### src/rtl/nec_ir_pkg.sv
// Shared definitions for the NEC IR decoder: FSM states, timing windows in
// microseconds, frame field offsets and small window/checksum helpers.
package nec_ir_pkg;

    localparam int unsigned DUR_W    = 14;
    localparam int unsigned FRAME_W  = 32;
    localparam int unsigned BITCNT_W = 5;
    localparam int unsigned FIELD_W  = 8;

    // Frame field offsets (LSB of each byte)
    localparam int unsigned ADDR_LSB     = 0;
    localparam int unsigned ADDR_INV_LSB = 8;
    localparam int unsigned CMD_LSB      = 16;
    localparam int unsigned CMD_INV_LSB  = 24;

    localparam logic [DUR_W-1:0] DUR_MAX = 14'd16383;

    // Inclusive acceptance windows, microseconds
    localparam logic [DUR_W-1:0] LEAD_MARK_MIN  = 14'd8000;
    localparam logic [DUR_W-1:0] LEAD_MARK_MAX  = 14'd10000;
    localparam logic [DUR_W-1:0] LEAD_SPACE_MIN = 14'd4000;
    localparam logic [DUR_W-1:0] LEAD_SPACE_MAX = 14'd5000;
    localparam logic [DUR_W-1:0] RPT_SPACE_MIN  = 14'd2000;
    localparam logic [DUR_W-1:0] RPT_SPACE_MAX  = 14'd2500;
    localparam logic [DUR_W-1:0] BIT_MARK_MIN   = 14'd400;
    localparam logic [DUR_W-1:0] BIT_MARK_MAX   = 14'd700;
    localparam logic [DUR_W-1:0] SPACE0_MIN     = 14'd400;
    localparam logic [DUR_W-1:0] SPACE0_MAX     = 14'd700;
    localparam logic [DUR_W-1:0] SPACE1_MIN     = 14'd1400;
    localparam logic [DUR_W-1:0] SPACE1_MAX     = 14'd1900;
    localparam logic [DUR_W-1:0] STOP_MARK_MIN  = 14'd400;
    localparam logic [DUR_W-1:0] STOP_MARK_MAX  = 14'd700;

    typedef enum logic [2:0] {
        ST_IDLE,
        ST_LEAD_MARK,
        ST_LEAD_SPACE,
        ST_BIT_MARK,
        ST_BIT_SPACE,
        ST_STOP_MARK,
        ST_RPT_MARK,
        ST_ERR
    } state_t;

    function automatic logic in_window(input logic [DUR_W-1:0] dur,
                                       input logic [DUR_W-1:0] lo,
                                       input logic [DUR_W-1:0] hi);
        return (dur >= lo) && (dur <= hi);
    endfunction

    // Command byte must be the bitwise inverse of its check byte
    function automatic logic checksum_ok(input logic [FRAME_W-1:0] frame);
        return frame[CMD_LSB +: FIELD_W] == ~frame[CMD_INV_LSB +: FIELD_W];
    endfunction

    // Longest duration a state may last before it is abandoned
    function automatic logic [DUR_W-1:0] state_max(input state_t st);
        logic [DUR_W-1:0] m;
        m = DUR_MAX;
        case (st)
            ST_LEAD_MARK:  m = LEAD_MARK_MAX;
            ST_LEAD_SPACE: m = LEAD_SPACE_MAX;
            ST_BIT_MARK:   m = BIT_MARK_MAX;
            ST_BIT_SPACE:  m = SPACE1_MAX;
            ST_STOP_MARK:  m = STOP_MARK_MAX;
            ST_RPT_MARK:   m = BIT_MARK_MAX;
            default:       m = DUR_MAX;
        endcase
        return m;
    endfunction

endpackage

### src/rtl/nec_ir_decoder_sync.sv
// Two-flop synchronizer for the raw IR line with edge pulses.
// Ports: clk, reset (sync, active-high), ir (async raw line),
//        rise_c / fall_c (combinational one-cycle edge pulses of the synced line).
module ir_input_sync (
    input  logic clk,
    input  logic reset,
    input  logic ir,
    output logic rise_c,
    output logic fall_c
);

    logic [1:0] sync;
    logic       prev;

    // Line idles high, so every flop resets to 1 to avoid a fake edge
    always_ff @(posedge clk) begin
        if (reset) begin
            sync <= 2'b11;
            prev <= 1'b1;
        end else begin
            sync <= {sync[0], ir};
            prev <= sync[1];
        end
    end

    assign rise_c = sync[1] & ~prev;
    assign fall_c = ~sync[1] & prev;

endmodule

### src/rtl/nec_ir_decoder.sv
// NEC infrared frame decoder: measures mark/space widths in microseconds,
// assembles 32-bit frames LSB first and reports frames, repeats and errors.
// Ports: iCLK clock, Reset sync active-high, iIRDA raw active-low IR line,
//        oDATA_READY / oREPEAT / oERROR one-cycle pulses, oDATA last valid frame.
// US_PER_TICK is the microseconds credited per prescaler tick (1 in silicon;
// larger values give coarse-time simulation builds).
module nec_ir_decoder
    import nec_ir_pkg::*;
#(
    parameter int unsigned CLKS_PER_US = 50,
    parameter int unsigned US_PER_TICK = 1
) (
    input  logic               iCLK,
    input  logic               Reset,
    input  logic               iIRDA,
    output logic               oDATA_READY,
    output logic [FRAME_W-1:0] oDATA,
    output logic               oREPEAT,
    output logic               oERROR
);

    localparam int unsigned PS_W = (CLKS_PER_US > 1) ? $clog2(CLKS_PER_US) : 1;
    localparam logic [PS_W-1:0]  PS_LAST  = PS_W'(CLKS_PER_US - 1);
    localparam logic [DUR_W-1:0] DUR_STEP = DUR_W'(US_PER_TICK);

    logic                rise_c;
    logic                fall_c;
    logic                edge_c;
    logic                timeout_c;
    logic [PS_W-1:0]     ps;
    logic [DUR_W-1:0]    dur;
    state_t              state;
    logic [FRAME_W-1:0]  sr;
    logic [BITCNT_W-1:0] bitcnt;
    logic                valid_seen;

    ir_input_sync u_sync (
        .clk    (iCLK),
        .reset  (Reset),
        .ir     (iIRDA),
        .rise_c (rise_c),
        .fall_c (fall_c)
    );

    assign edge_c    = rise_c | fall_c;
    assign timeout_c = (state != ST_IDLE) && (dur > state_max(state));

    // Timebase, FSM and frame assembly; dur is compared before the edge clears it
    always_ff @(posedge iCLK) begin
        if (Reset) begin
            ps          <= '0;
            dur         <= '0;
            state       <= ST_IDLE;
            sr          <= '0;
            bitcnt      <= '0;
            valid_seen  <= 1'b0;
            oDATA       <= '0;
            oDATA_READY <= 1'b0;
            oREPEAT     <= 1'b0;
            oERROR      <= 1'b0;
        end else begin
            oDATA_READY <= 1'b0;
            oREPEAT     <= 1'b0;
            oERROR      <= 1'b0;

            if (edge_c) begin
                ps  <= '0;
                dur <= '0;
            end else if (ps == PS_LAST) begin
                ps  <= '0;
                dur <= (dur > DUR_MAX - DUR_STEP) ? DUR_MAX : dur + DUR_STEP;
            end else begin
                ps  <= ps + PS_W'(1);
            end

            case (state)
                ST_IDLE: begin
                    if (fall_c) state <= ST_LEAD_MARK;
                end

                ST_LEAD_MARK: begin
                    if (rise_c) begin
                        state <= in_window(dur, LEAD_MARK_MIN, LEAD_MARK_MAX)
                                 ? ST_LEAD_SPACE : ST_IDLE;
                    end else if (timeout_c) begin
                        state <= ST_IDLE;
                    end
                end

                ST_LEAD_SPACE: begin
                    if (fall_c) begin
                        if (in_window(dur, LEAD_SPACE_MIN, LEAD_SPACE_MAX)) begin
                            state  <= ST_BIT_MARK;
                            bitcnt <= '0;
                        end else if (in_window(dur, RPT_SPACE_MIN, RPT_SPACE_MAX)) begin
                            state <= ST_RPT_MARK;
                        end else begin
                            state <= ST_IDLE;
                        end
                    end else if (timeout_c) begin
                        state <= ST_IDLE;
                    end
                end

                ST_BIT_MARK: begin
                    if (rise_c && in_window(dur, BIT_MARK_MIN, BIT_MARK_MAX)) begin
                        state <= ST_BIT_SPACE;
                    end else if (rise_c || timeout_c) begin
                        state  <= ST_ERR;
                        oERROR <= 1'b1;
                    end
                end

                ST_BIT_SPACE: begin
                    if (fall_c && (in_window(dur, SPACE0_MIN, SPACE0_MAX) ||
                                   in_window(dur, SPACE1_MIN, SPACE1_MAX))) begin
                        // LSB first: new bit enters at the top and walks down
                        sr <= {in_window(dur, SPACE1_MIN, SPACE1_MAX), sr[FRAME_W-1:1]};
                        if (bitcnt == BITCNT_W'(FRAME_W - 1)) begin
                            state <= ST_STOP_MARK;
                        end else begin
                            state  <= ST_BIT_MARK;
                            bitcnt <= bitcnt + BITCNT_W'(1);
                        end
                    end else if (fall_c || timeout_c) begin
                        state  <= ST_ERR;
                        oERROR <= 1'b1;
                    end
                end

                ST_STOP_MARK: begin
                    if (rise_c && in_window(dur, STOP_MARK_MIN, STOP_MARK_MAX)) begin
                        state <= ST_IDLE;
                        if (checksum_ok(sr)) begin
                            oDATA       <= sr;
                            oDATA_READY <= 1'b1;
                            valid_seen  <= 1'b1;
                        end else begin
                            oERROR <= 1'b1;
                        end
                    end else if (rise_c || timeout_c) begin
                        state  <= ST_ERR;
                        oERROR <= 1'b1;
                    end
                end

                ST_RPT_MARK: begin
                    if (rise_c) begin
                        state   <= ST_IDLE;
                        oREPEAT <= valid_seen && in_window(dur, BIT_MARK_MIN, BIT_MARK_MAX);
                    end else if (timeout_c) begin
                        state <= ST_IDLE;
                    end
                end

                // oERROR was raised on entry; a leader starting now is not lost
                ST_ERR: begin
                    state <= fall_c ? ST_LEAD_MARK : ST_IDLE;
                end

                default: state <= ST_IDLE;
            endcase
        end
    end

endmodule

### config.mk
export PLATFORM = sky130hd
export DESIGN_NAME = nec_ir_decoder
export DESIGN_NICKNAME = d
export VERILOG_FILES = /design/src/rtl/nec_ir_pkg.sv /design/src/rtl/nec_ir_decoder_sync.sv /design/src/rtl/nec_ir_decoder.sv
export SDC_FILE = /design/constraint.sdc
export NUM_CORES = 1
export LEC_CHECK = 0
export CORE_AREA = 2 2 102 153
export CTS_CLUSTER_SIZE = 28
export DETAILED_ROUTE_END_ITERATION = 10
export DIE_AREA = 0 0 104 155
export PLACE_DENSITY = 0.62
export SLEW_MARGIN = 20
export SYNTH_ARGS = -nofsm -noshare
export SYNTH_HDL_FRONTEND = slang
export SYNTH_SLANG_ARGS = --single-unit
### constraint.sdc
create_clock -name iCLK -period 7.8 [get_ports iCLK]
set_clock_uncertainty 0.1 [all_clocks]
set_input_delay 0.78 -clock iCLK [delete_from_list [all_inputs] [get_ports iCLK]]
set_output_delay 0.78 -clock iCLK [all_outputs]
set_load 0.03 [all_outputs]
# Yosys cells after proc, flatten, opt, wreduce, memory -nomap -nowiden
# Index checks and enable logic that the tools add are counted.
dict set report word_totals {
  regBits 99
  inputBits 3
  out_inout_bits 35
  elab_cells 108
}
dict set report classes {
  add_sub_neg 3
  order_cmp 12
  n_eq_ne 16
  mux 31
  bitwise_logic 10
  n_reduce_logical 24
}
# cell n
set ops {}
lappend ops {{14-bit one-hot mux with 4 select lines} 1}
lappend ops {{3-bit 2-to-1 mux} 13}
lappend ops {{14-bit by 11-bit greater-or-equal comparator with 1-bit output (second input constant)} 2}
lappend ops {{3-bit one-hot mux with 8 select lines} 1}
lappend ops {{5-bit 2-to-1 mux} 4}
lappend ops {{14-bit by 1-bit adder with 14-bit output (second input constant)} 1}
lappend ops {{14-bit by 12-bit greater-or-equal comparator with 1-bit output (second input constant)} 1}
lappend ops {{14-bit by 13-bit greater-or-equal comparator with 1-bit output (second input constant)} 1}
lappend ops {{14-bit by 9-bit greater-or-equal comparator with 1-bit output (second input constant)} 1}
lappend ops {{14-bit > comparator} 1}
lappend ops {{14-bit > comparator (second input constant)} 1}
lappend ops {{14-bit by 10-bit less-or-equal comparator with 1-bit output (second input constant)} 1}
lappend ops {{14-bit by 11-bit less-or-equal comparator with 1-bit output (second input constant)} 1}
lappend ops {{14-bit by 12-bit less-or-equal comparator with 1-bit output (second input constant)} 1}
lappend ops {{14-bit by 13-bit less-or-equal comparator with 1-bit output (second input constant)} 1}
lappend ops {{14-bit less-or-equal comparator (second input constant)} 1}
lappend ops {{14-bit 2-to-1 mux} 1}
lappend ops {{3-bit equality test (second input constant)} 4}
lappend ops {{3-bit OR reduction} 4}
lappend ops {{2-bit inequality test (second input constant)} 5}
lappend ops {{5-bit one-hot mux with 2 select lines} 1}
lappend ops {{1-bit logical AND} 9}
lappend ops {{8-bit equality test} 1}
lappend ops {{1-bit 2-to-1 mux} 8}
lappend ops {{21 further kinds} 31}

# Logic depth before layout (Yosys ltp)
# Gate-level depths: netlist of run 1.
dict set report logic_depth {
  word_depth 9
  ltp_mapped 13
}

# By module
# Synthesis of run 1 repeated with hierarchy kept, for this count alone.
dict set report unflattened {
  hier_cells 619
  area_unflattened_um2 4820.9
}
# module instances cells_per_inst area_per_inst_um2 seq_area_each_um2
set modules_own_cells {}
lappend modules_own_cells {nec_ir_decoder 1 611 4728.3 1921.8}
lappend modules_own_cells {ir_input_sync 1 8 92.6 60.1}

# Worst setup path after synthesis of run 1
# OpenSTA, ideal clock, no wires.
dict set report synth_timing {
  kind {reg2reg}
  startpoint {register state[2]}
  endpoint {register state[1]}
  t_arrival_ps 2570
  required_time_ps 7556
  path_slack_ps 4986
  stages_incl_launch_ff 13
  n_path_buf 1
  synth_period_minus_slack_ps 2814
  cell_sequence {dfxtp_1 clkbuf_1 and3_1 nor2_1 inv_1 nor3_1 ha_1 nand4_1 nor4_1 or2_2 o22a_1 a2111oi_0 a221oi_1}
}
dict set report synth_via {
  elab_chain_len 9
  elab_cells_between_ends 26
}
# item line_no
set synth_rtl {}
lappend synth_rtl {{start: declaration} nec_ir_decoder.sv:32} ;# state_t state;
lappend synth_rtl {{start signal: assignment} nec_ir_decoder.sv:83} ;# state <= in_window(dur, LEAD_MARK_MIN, LEAD_MARK_MAX)
lappend synth_rtl {{start signal: assignment} nec_ir_decoder.sv:158} ;# state <= fall_c ? ST_LEAD_MARK : ST_IDLE;
lappend synth_rtl {{3-bit equality test / 3-bit by 2-bit equality test with 1-bit output (equally long branches)} {nec_ir_pkg.sv:60, nec_ir_decoder.sv:76}}
lappend synth_rtl {{3-bit OR reduction (no source line)} -}
lappend synth_rtl {{14-bit one-hot mux with 4 select lines} nec_ir_pkg.sv:60} ;# case (st)
lappend synth_rtl {{14-bit > comparator} nec_ir_decoder.sv:46} ;# assign timeout_c = (state != ST_IDLE) && (dur > state_max(state));
lappend synth_rtl {{1-bit logical AND} nec_ir_decoder.sv:46}
lappend synth_rtl {{1-bit logical OR} {nec_ir_decoder.sv:108, nec_ir_decoder.sv:141}}
lappend synth_rtl {{3-bit 2-to-1 mux} -}
lappend synth_rtl {{3-bit 2-to-1 mux (on tied branches)} -}
lappend synth_rtl {{3-bit one-hot mux with 8 select lines} nec_ir_decoder.sv:76} ;# case (state)
# Several ways; a longest one is shown, not always the timed one.
# A chain may end at the register's enable or synchronous reset.

# Final worst setup path of run 1
# Ends and elaborated chain as after synthesis.

==> impl_results.md, run 1 <==
* Outcome: completed
* Bufs and invs on worst path at 1
* Vias at 4085
* Core Area at 0.01486 sq mm
* Initial antenna violation count at 0
* Lkg Pwr at 0.002210 uW
* Final Cycle Share at 0.4294
* First-pass GRT wire length at 19.36 mm
* Total of max-cap violations at 0
* Vias in the first global route at 4018
* Die height at 155 microns
* Post-CTS Hold Buffers at 0
* Syn avg cell area at 8.754 sq um
* Ant. Diodes at 0
* RSZ-0062 raised after global routing: no
* Clock Path Buffers at 2
* Setup violations, final at 0
* Cell count after synthesis at slightly below 600
* Area Growth Syn to Fin at 13.41%
* Final Hold Vio Count at 0
* Setup TNS at 0 ns
* Largest net degree at the start of global routing at 81
* Fin. max-slew vios at 0
* First-pass DRT Iterations at 4
* Relative max-transition margin at 0.3670
* Post-synthesis net count at roughly 610
* Global Route Usage Sum at 0.1435
* Post CTS Setup Buffer Count at 0
* Initial core utilization at 0.3416
* IO Port Bufs at 37
* Most common cell after layout, fill and taps aside: dfxtp_1
* Max incr delay on CP at 0.62 ns
* Worst-path clk slew at 0.07 ns
* Worst-Margin Slew at 0.9495 ns
* Routed Wire Length at 11.56 mm
* Iter 0 DRT Violations at 209
* Final instance area at 0.005758 sq mm
* YS warnings at 0
* Worst path cell trace: inv_1, nand2_1, nand2_1, nand2_1, o21ai_0, nor3_1, ha_1, nand4_1, nor4_1, or2_2, o22ai_1, o2111ai_1, a221oi_1
* DR DRC count at 0
* CTS H-tree lvls at 3
* CTS Root Cell: clkbuf_16
* CTS Sinks at 99
* Die X at 104 microns
* DR WL met2 at 6.019 mm
* Gpl congestion at 0.9180
* I/O pin total at 38
* Crit path max fanout at 16
* CP delay by family, top: compound AO/OA/AOI/OAI gates
* Worst vdd ir at 0.0001093 V
* Resize count post-CTS at 0
* Post-synth top flop: dfxtp_1
* Final min period at 3.349 ns
* Sequential area share after synthesis at 0.3903
* CTS tree: built
* Startpoint types: flip-flop
* Asr flop ratio synth at 0
* M1 WL at 5.020 mm
* Placed cell area at 0.005454 sq mm
* Layout net count at roughly 600
* Layout cell share with drive strength beyond 1 at 0.1158
* Maximum clock rate at 298.6 MHz
* Yosys reg bits at just under 100
* Mapped cell area at roughly 0.005 sq mm
* Worst EP required at 7.95 ns
* Netlist cell types at 60
* HP Class: flip-flop to flip-flop
* Total CTS buffers at 9
* Crit path capture type: flip-flop
* Most frequent cells in the layout: 99 x dfxtp_1, 87 x nand2_1, 63 x nor2_1
* Total power per unit cell area at 171.5 mW/mm^2
* Vias/cell at 5.138
* Global route total overflow at 0
* Detailed placement HPWL at ~8.0 mm
* Max layer used: met4
* Avg WL per Cell at 14.54 microns
* Critical path type: flip-flop to flip-flop
* CP most frequent cell: nand2_1
* Post-synth EDFFs at 0
* Die area at between 0.015 and 0.02 sq mm
* Met3 routed WL at 366 microns
* CP max-delay cell: dfxtp_1
* Crit path DAT at 3.50 ns
* Routed Antenna Nets at 0
* Clk_lat worst skew at 0.35 ns
* # rows at 55
## logic make-up (layout without fill, tap and decap cells)
family / after synthesis / count (layout) / synth area share
DFF: 99 / 99 / 0.3903
xor gates and xnor gates: 24 / 24 / 0.04140
and+or+nand+nor: 240 / 240 / 0.2218
buffers and inverters: 52 / 68 / 0.06013
AOI/OAI and AO/OA: 110 / 110 / 0.1671
adders and majority gates: 22 / 22 / 0.05421
muxes: 33 / 33 / 0.06506
## synth_stat cells, drive strengths merged, types with 2 or more instances
library cell  count  area (sq um)
a2111oi           2         36.29
a211oi            4         35.03
a21o              3         22.52
a21oi            60         409.1
a31o              4         35.03
a31oi             3         18.77
and2              3         18.77
and3              5         31.28
buf              20         185.2
clkbuf           19         71.32
dfxtp            99          1982
ha               22         275.3
inv              13         48.80
mux2i            33         330.3
nand2            87         326.6
nand2b           10         62.56
nand3            17         85.08
nand4            14         87.58
nand4b            4         35.03
nor2             63         236.5
nor2b             3         18.77
nor3             11         60.06
nor4              5         31.28
nor4b             2         23.77
o2111ai           3         26.28
o211ai            5         56.30
o21ai             8         40.04
o22ai             3         25.02
o2bb2ai           3         26.28
o31ai             2         15.01
or2               7         43.80
or3               4         25.02
or4               2         15.01
xnor2             9         78.83
xor2             15         131.4
## report_power, final
part,switching [uW],leakage (uW),total [uW],internal (uW)
clock,216,0.000150,451,236
sequential,3.00,0.000798,510,507
combinational,18.4,0.00126,25.8,7.33
total,237,0.00221,987,750
## metrics by stage
stage	cells	util	power (uW)	hold WS, ns	setup slack [ns]
2_1_floorplan	580	-	542.0	0.2895	4.986
3_3_place_gp	779	0.3668	546.7	0.3122	4.566
3_5_place_dp	779	0.3669	548.0	0.3121	4.514
4_1_cts	795	0.3874	1000	0.3329	4.496
5_1_grt	795	0.3874	1024	0.3417	4.117
6_report	795	0.3874	987.3	0.3262	4.451
## worst register-to-register path: cells and delay by family, from the launching register on
| kind | cells | cell delay [ns] |
|---|---|---|
| DFF | 1 | 0.62 |
| and+or+nand+nor | 7 | 0.97 |
| buffers and inverters | 1 | 0.22 |
| AOI/OAI and AO/OA | 4 | 1.08 |
| adders and majority gates | 1 | 0.27 |
## worst paths after layout
kind | from | end | slack [ns] | cells after the start
worst max-delay path | state[2] | state[1] | 4.45 | 13
worst min-delay path | u_sync.sync[0] | u_sync.sync[1] | 0.33 | 1
worst max register to register | state[2] | state[1] | 4.45 | 13
worst min register to register | u_sync.sync[0] | u_sync.sync[1] | 0.33 | 1
## per-layer routing
layer,GRT usage,vias up
li1,-,2036
met1,0.1664,1950
met2,0.2685,81
met3,0.02472,18
met4,0.04183,0
met5,0,-
## state kept, by name (all words and copies together) (netlist names)
signal	cells
u_sync.prev	1
dur	14
oDATA	32
oREPEAT	1
valid_seen	1
bitcnt	5
oDATA_READY	1
oERROR	1
sr	32
state	3
ps	6
u_sync.sync	2
## layout make-up
class	instances	area [sq um]
fillers	1541	9106
repair buffers	39	382.9
well taps	199	249.0
clock inverters	6	65.06
flip-flops and latches	99	1982
multi-input cells	429	2791
clock buffers	10	239.0
inverters	13	48.80
Power figures use the tool's default switching activity.
==> run 2: changes to the inputs <==
clock period = 3.1 ns   (was 7.8 ns; I/O delays follow)
==> run 2 against run 1 <==
  * Non-clock buffer count up 13
  * Cell count up 1.6%
  * Worst setup slack worse by 4.2 ns
  * Wire length is 1.0% higher
  * Core utilization increased by 0.98 points
  * Sequential share of layout area fell by 0.80 points
  * Largest cell class unchanged
==> impl_results.md, run 2 (same netlist as run 1, synthesis figures left out) <==
* Layout cell share with drive strength beyond 1 at 0.1396
* Global route total overflow at 0
* Most frequent cells in the layout: 97 x dfxtp_1, 87 x nand2_1, 62 x nor2_1
* # rows at 55
* Outcome: completed
* Worst-path clk slew at around 0.080 ns
* Post CTS Setup Buffer Count at 0
* # fillers at 1537
* Critical path type: flip-flop to flip-flop
* Largest net degree at the start of global routing at 42
* Final Cycle Share at 0.9262
* CTS Sinks at 99
* Crit path capture type: flip-flop
* Worst vdd ir at 0.0002830 V
* Initial antenna violation count at 0
* CTS H-tree lvls at 3
* Gpl congestion at 0.8292
* Total power per unit cell area at 419.2 mW/mm^2
* CTS Root Cell: clkbuf_16
* I/O pin total at 38
* Core Area at 0.01486 sq mm
* Most common cell after layout, fill and taps aside: dfxtp_1
* Relative max-transition margin at 0.5077
* Lkg Pwr at ~0.0023 uW
* Die X at ~100 microns
* Clock Path Buffers at 2
* Crit path max fanout at 14
* Die height at 155 microns
* Routed Wire Length at about 12 mm
* Detailed placement HPWL at 8.458 mm
* Area Growth Syn to Fin at 16.26%
* Vias at 4108
* RSZ-0062 raised after global routing: no
* Maximum clock rate at about 350 MHz
* Dpl ws at -0.01761 ns
* Setup ws final at between 0.2 and 0.25 ns
* Avg WL per Cell at around 14 microns
* DR DRC count at 0
* Worst-Margin Slew at 0.7282 ns
* Final Hold Vio Count at 0
* Fin. max-slew vios at 0
* Crit path DAT at 3.01 ns
* Total of max-cap violations at 0
* Final min period at between 2 and 3 ns
* Layout net count at 629
* Initial core utilization at 0.3416
* Total CTS buffers at 9
* Startpoint types: flip-flop
* Routed Antenna Nets at 0
* Regs by FF count: oDATA (32), sr (32), dur (14)
* Ant. Diodes at 0
* Worst EP required at 3.24 ns
* First-pass GRT wire length at 19.89 mm
* HP Class: input pin to flip-flop
* Global Route Usage Sum at 0.1500
* Vias/cell at 5.084
* First-pass DRT Iterations at 4
* Fin Hold WS at 0.3103 ns
* Vias in the first global route at 4116
* IO Port Bufs at 37
* CTS tree: built
* Clk_lat worst skew at 0.35 ns
* Die area at 0.01612 sq mm
* Iter 0 DRT Violations at 234
* Setup violations, final at 0
* PnR Total Power at roughly 2500 uW
* Post-CTS Hold Buffers at 0
[run 2: changes by cell type in the layout (fill, tap and decap cells not counted), moves of 2 or more]
cell and change:
dfxtp_1 -2, buf_4 +10, dfxtp_2 +2, buf_12 +3
[run 2: critical path, cell delays in order (launching register included)]
cell,delay (ns)
dfxtp_1,0.36
buf_4,0.20
nor2_1,0.29
nand2_1,0.18
nand2_1,0.11
ha_1,0.24
nand4_1,0.12
nor4_1,0.07
or2_2,0.30
o221ai_1,0.36
nand3_1,0.13
a211oi_1,0.30
[run 2: metrics by stage]
stage	util	instances	cell area, sq um	setup TNS (ns)
after detailed placement	0.3759	792	5588	-0.01761
after floorplan	-	580	5077	0
final	0.3971	808	5903	0
after global routing	0.3971	808	5903	0
after global placement	0.3759	792	5588	0
after CTS	0.3964	808	5892	0
[run 2: layout make-up]
cell class | instances | area, sq um | share of cell area
multi-input cells | 429 | 2799 | 0.4741
flip-flops and latches | 99 | 1984 | 0.3362
repair buffers | 52 | 518.0 | 0.08775
well taps | 199 | 249.0 | 0.04218
clock buffers | 9 | 225.2 | 0.03815
clock inverters | 7 | 78.83 | 0.01335
inverters | 13 | 48.80 | 0.008266
[run 2: worst paths after layout]
path	from	to	slack, ns	cells after the start
max	state[0]	oERROR	0.23	11
max reg2reg	state[0]	oERROR	0.23	11
min reg2reg	u_sync.sync[0]	u_sync.sync[1]	0.33	1
min	Reset	sr[30]	0.31	2
[run 2: power breakdown]
part	total (uW)	leakage (uW)	internal, uW	switching (uW)
Clock	1120	0.000148	573	551
Sequential	1280	0.000799	1280	4.78
Combinational	70.0	0.00135	20.6	49.5
[run 2: per-layer routing]
metal / share of wire / wire length (microns) / global-route usage
met5: 0 / 0 / 0
met4: 0.029 / 334 / 0.07143
met3: 0.034 / 392 / 0.03184
met2: 0.51 / 5984 / 0.2619
met1: 0.43 / 4966 / 0.1746
[run 2: what timing repair did]
item                                    in CTS  in global routing
pin swaps                                    0                  0
endpoints found under the setup margin       3                  4
gates resized for setup                      1                  5
==> run 3: changes to the inputs <==
MAX_ROUTING_LAYER = met4   (was unset)
SKIP_LAST_GASP = 1   (was unset)
==> run 3 against run 2 <==
  * Via count up 1.1%
  * Clock power about the same
  * Wire length up 0.96%
  * Critical endpoint is now state[2]
  * Largest power group unchanged
==> impl_results.md, run 3 (same netlist as run 1, synthesis figures left out) <==
* Vias at 4152
* Worst path cell trace: buf_4, nor2_1, nand2_1, nand2_1, ha_1, nand4_1, nor4_2, or2_2, o221ai_1, or3_1, a31oi_1
* Maximum clock rate at 343.7 MHz
* Iter 0 DRT Violations at 173
* Storage element area at 0.001984 sq mm
* Worst-Margin Slew at 0.7132 ns
* Max incr delay on CP at ~0.43 ns
* Lkg Pwr at roughly 0.0023 uW
* CTS Sinks at between 90 and 100
* Largest net degree at the start of global routing at 42
* WHS Path Cells at 2
* DR WL met2 at 6.006 mm
* Initial core utilization at 0.3416
* First-pass GRT wire length at 19.87 mm
* Crit path DAT at 3.08 ns
* Initial antenna violation count at 0
* Fin. max-slew vios at 0
* IO Port Bufs at 37
* # rows at 55
* Post-CTS Hold Buffers at 0
* CTS H-tree lvls at 3
* Die height at 155 microns
* Routed Wire Length at 11.79 mm
* Worst vdd ir at 0.0002904 V
* Die area at 0.01612 sq mm
* Detailed placement HPWL at 8.464 mm
* I/O pin total at 38
* Met3 routed WL at 371 microns
* Most frequent cells in the layout: 97 x dfxtp_1, 87 x nand2_1, 63 x nor2_1
* PnR Total Power at 2462 uW
* Crit path max fanout at 14
* CP most frequent cell: nand2_1
* RSZ-0062 raised after global routing: yes
* Worst EP required at 3.27 ns
* Routed Antenna Nets at 0
* Outcome: completed
* CP max-delay cell: dfxtp_1
* Max layer used: met4
* Ant. Diodes at 0
* Critical path type: flip-flop to flip-flop
* First-pass DRT Iterations at 4
* # fillers at ~1.5k
* Global Route Usage Sum at 0.1537
* Final Hold Vio Count at 0
* CTS tree: built
* Clock Path Buffers at 2
* Relative max-transition margin at 0.5179
* Vias/cell at just over 5
* Area Growth Syn to Fin at 16.36%
* Gpl congestion at 0.8462
* Final instance area at 0.005908 sq mm
* CTS Root Cell: clkbuf_16
* Layout cell share with drive strength beyond 1 at 0.1410
* Total of max-cap violations at 0
* Area of the multi-input gates at ~0.0028 sq mm
* Final min period at 2.909 ns
* Total power per unit cell area at 416.7 mW/mm^2
* CP delay by family, top: simple AND/OR/NAND/NOR gates
* Core Area at 0.01486 sq mm
* Setup violations, final at 0
* HP Class: input pin to flip-flop
* DR DRC count at 0
* Global route total overflow at 0
* Placed cell area at around 0.0056 sq mm
* Crit path depth at 11
* Die X at between 100 and 150 microns
* Most common cell after layout, fill and taps aside: dfxtp_1
* Number of cells on the worst reg-to-reg path at 11
* Crit path capture type: flip-flop
* Avg WL per Cell at 14.57 microns
* Worst-path clk slew at ~0.08 ns
* Final Cycle Share at 0.9385
* M1 WL at 5.086 mm
* Layout net count at 630
* Vias in the first global route at 4169
* Startpoint types: flip-flop
* Clk_lat worst skew at 0.35 ns
* Bufs and invs on worst path at 1
* Regs by FF count: oDATA (32), sr (32), dur (14)
* Total CTS buffers at 9
run 3: final timing paths:
path                       start              to  slack [ns]
setup reg to reg        state[0]        state[2]        0.19
hold reg to reg   u_sync.sync[0]  u_sync.sync[1]        0.35
hold / removal             Reset          sr[20]        0.31
setup / recovery        state[0]        state[2]        0.19
run 3: final cells by class:
type                       instances  area share
clock buffer                       9     0.03812
clock inverter                     7     0.01228
sequential                        99      0.3359
tap                              199     0.04214
timing repair buffer              53     0.08895
multi-input combinational        429      0.4744
inverter                          13    0.008259
run 3: what timing repair did:
item                                   in CTS  in global routing
setup endpoints to repair                   0                  4
setup buffers                               0                  0
endpoints found under the hold margin       0                  0
gates resized for setup                     0                  5
run 3: stage by stage:
| step | hold slack [ns] | instances | TNS, ns | utilization | setup WS (ns) |
|---|---|---|---|---|---|
| 2_1_floorplan | 0.2895 | 580 | 0 | - | 0.2858 |
| 3_3_place_gp | 0.3411 | 793 | 0 | 0.3764 | 0.09635 |
| 3_5_place_dp | 0.3417 | 793 | 0 | 0.3764 | 0.07751 |
| 4_1_cts | 0.3066 | 809 | 0 | 0.3965 | 0.06548 |
| 5_1_grt | 0.3212 | 809 | -0.01480 | 0.3975 | -0.01480 |
| 6_report | 0.3084 | 809 | 0 | 0.3975 | 0.1907 |
run 3: report_power, final:
part / internal, uW / switching, uW
combinational: 20.6 / 49.7
clock: 567 / 543
sequential: 1280 / 5.12
run 3: worst reg2reg max path: stages (launching register included):
cell and delay (ns):
dfxtp_1 0.43, buf_4 0.23, nor2_1 0.12, nand2_1 0.18
nand2_1 0.09, ha_1 0.29, nand4_1 0.16, nor4_2 0.31
or2_2 0.18, o221ai_1 0.22, or3_1 0.37, a31oi_1 0.16
run 3: metal layers:
| layer | track usage | up-vias |
|---|---|---|
| li1 | - | 2071 |
| met1 | 0.1719 | 1974 |
| met2 | 0.2685 | 82 |
| met3 | 0.02849 | 25 |
| met4 | 0.06499 | 0 |
| met5 | - | - |
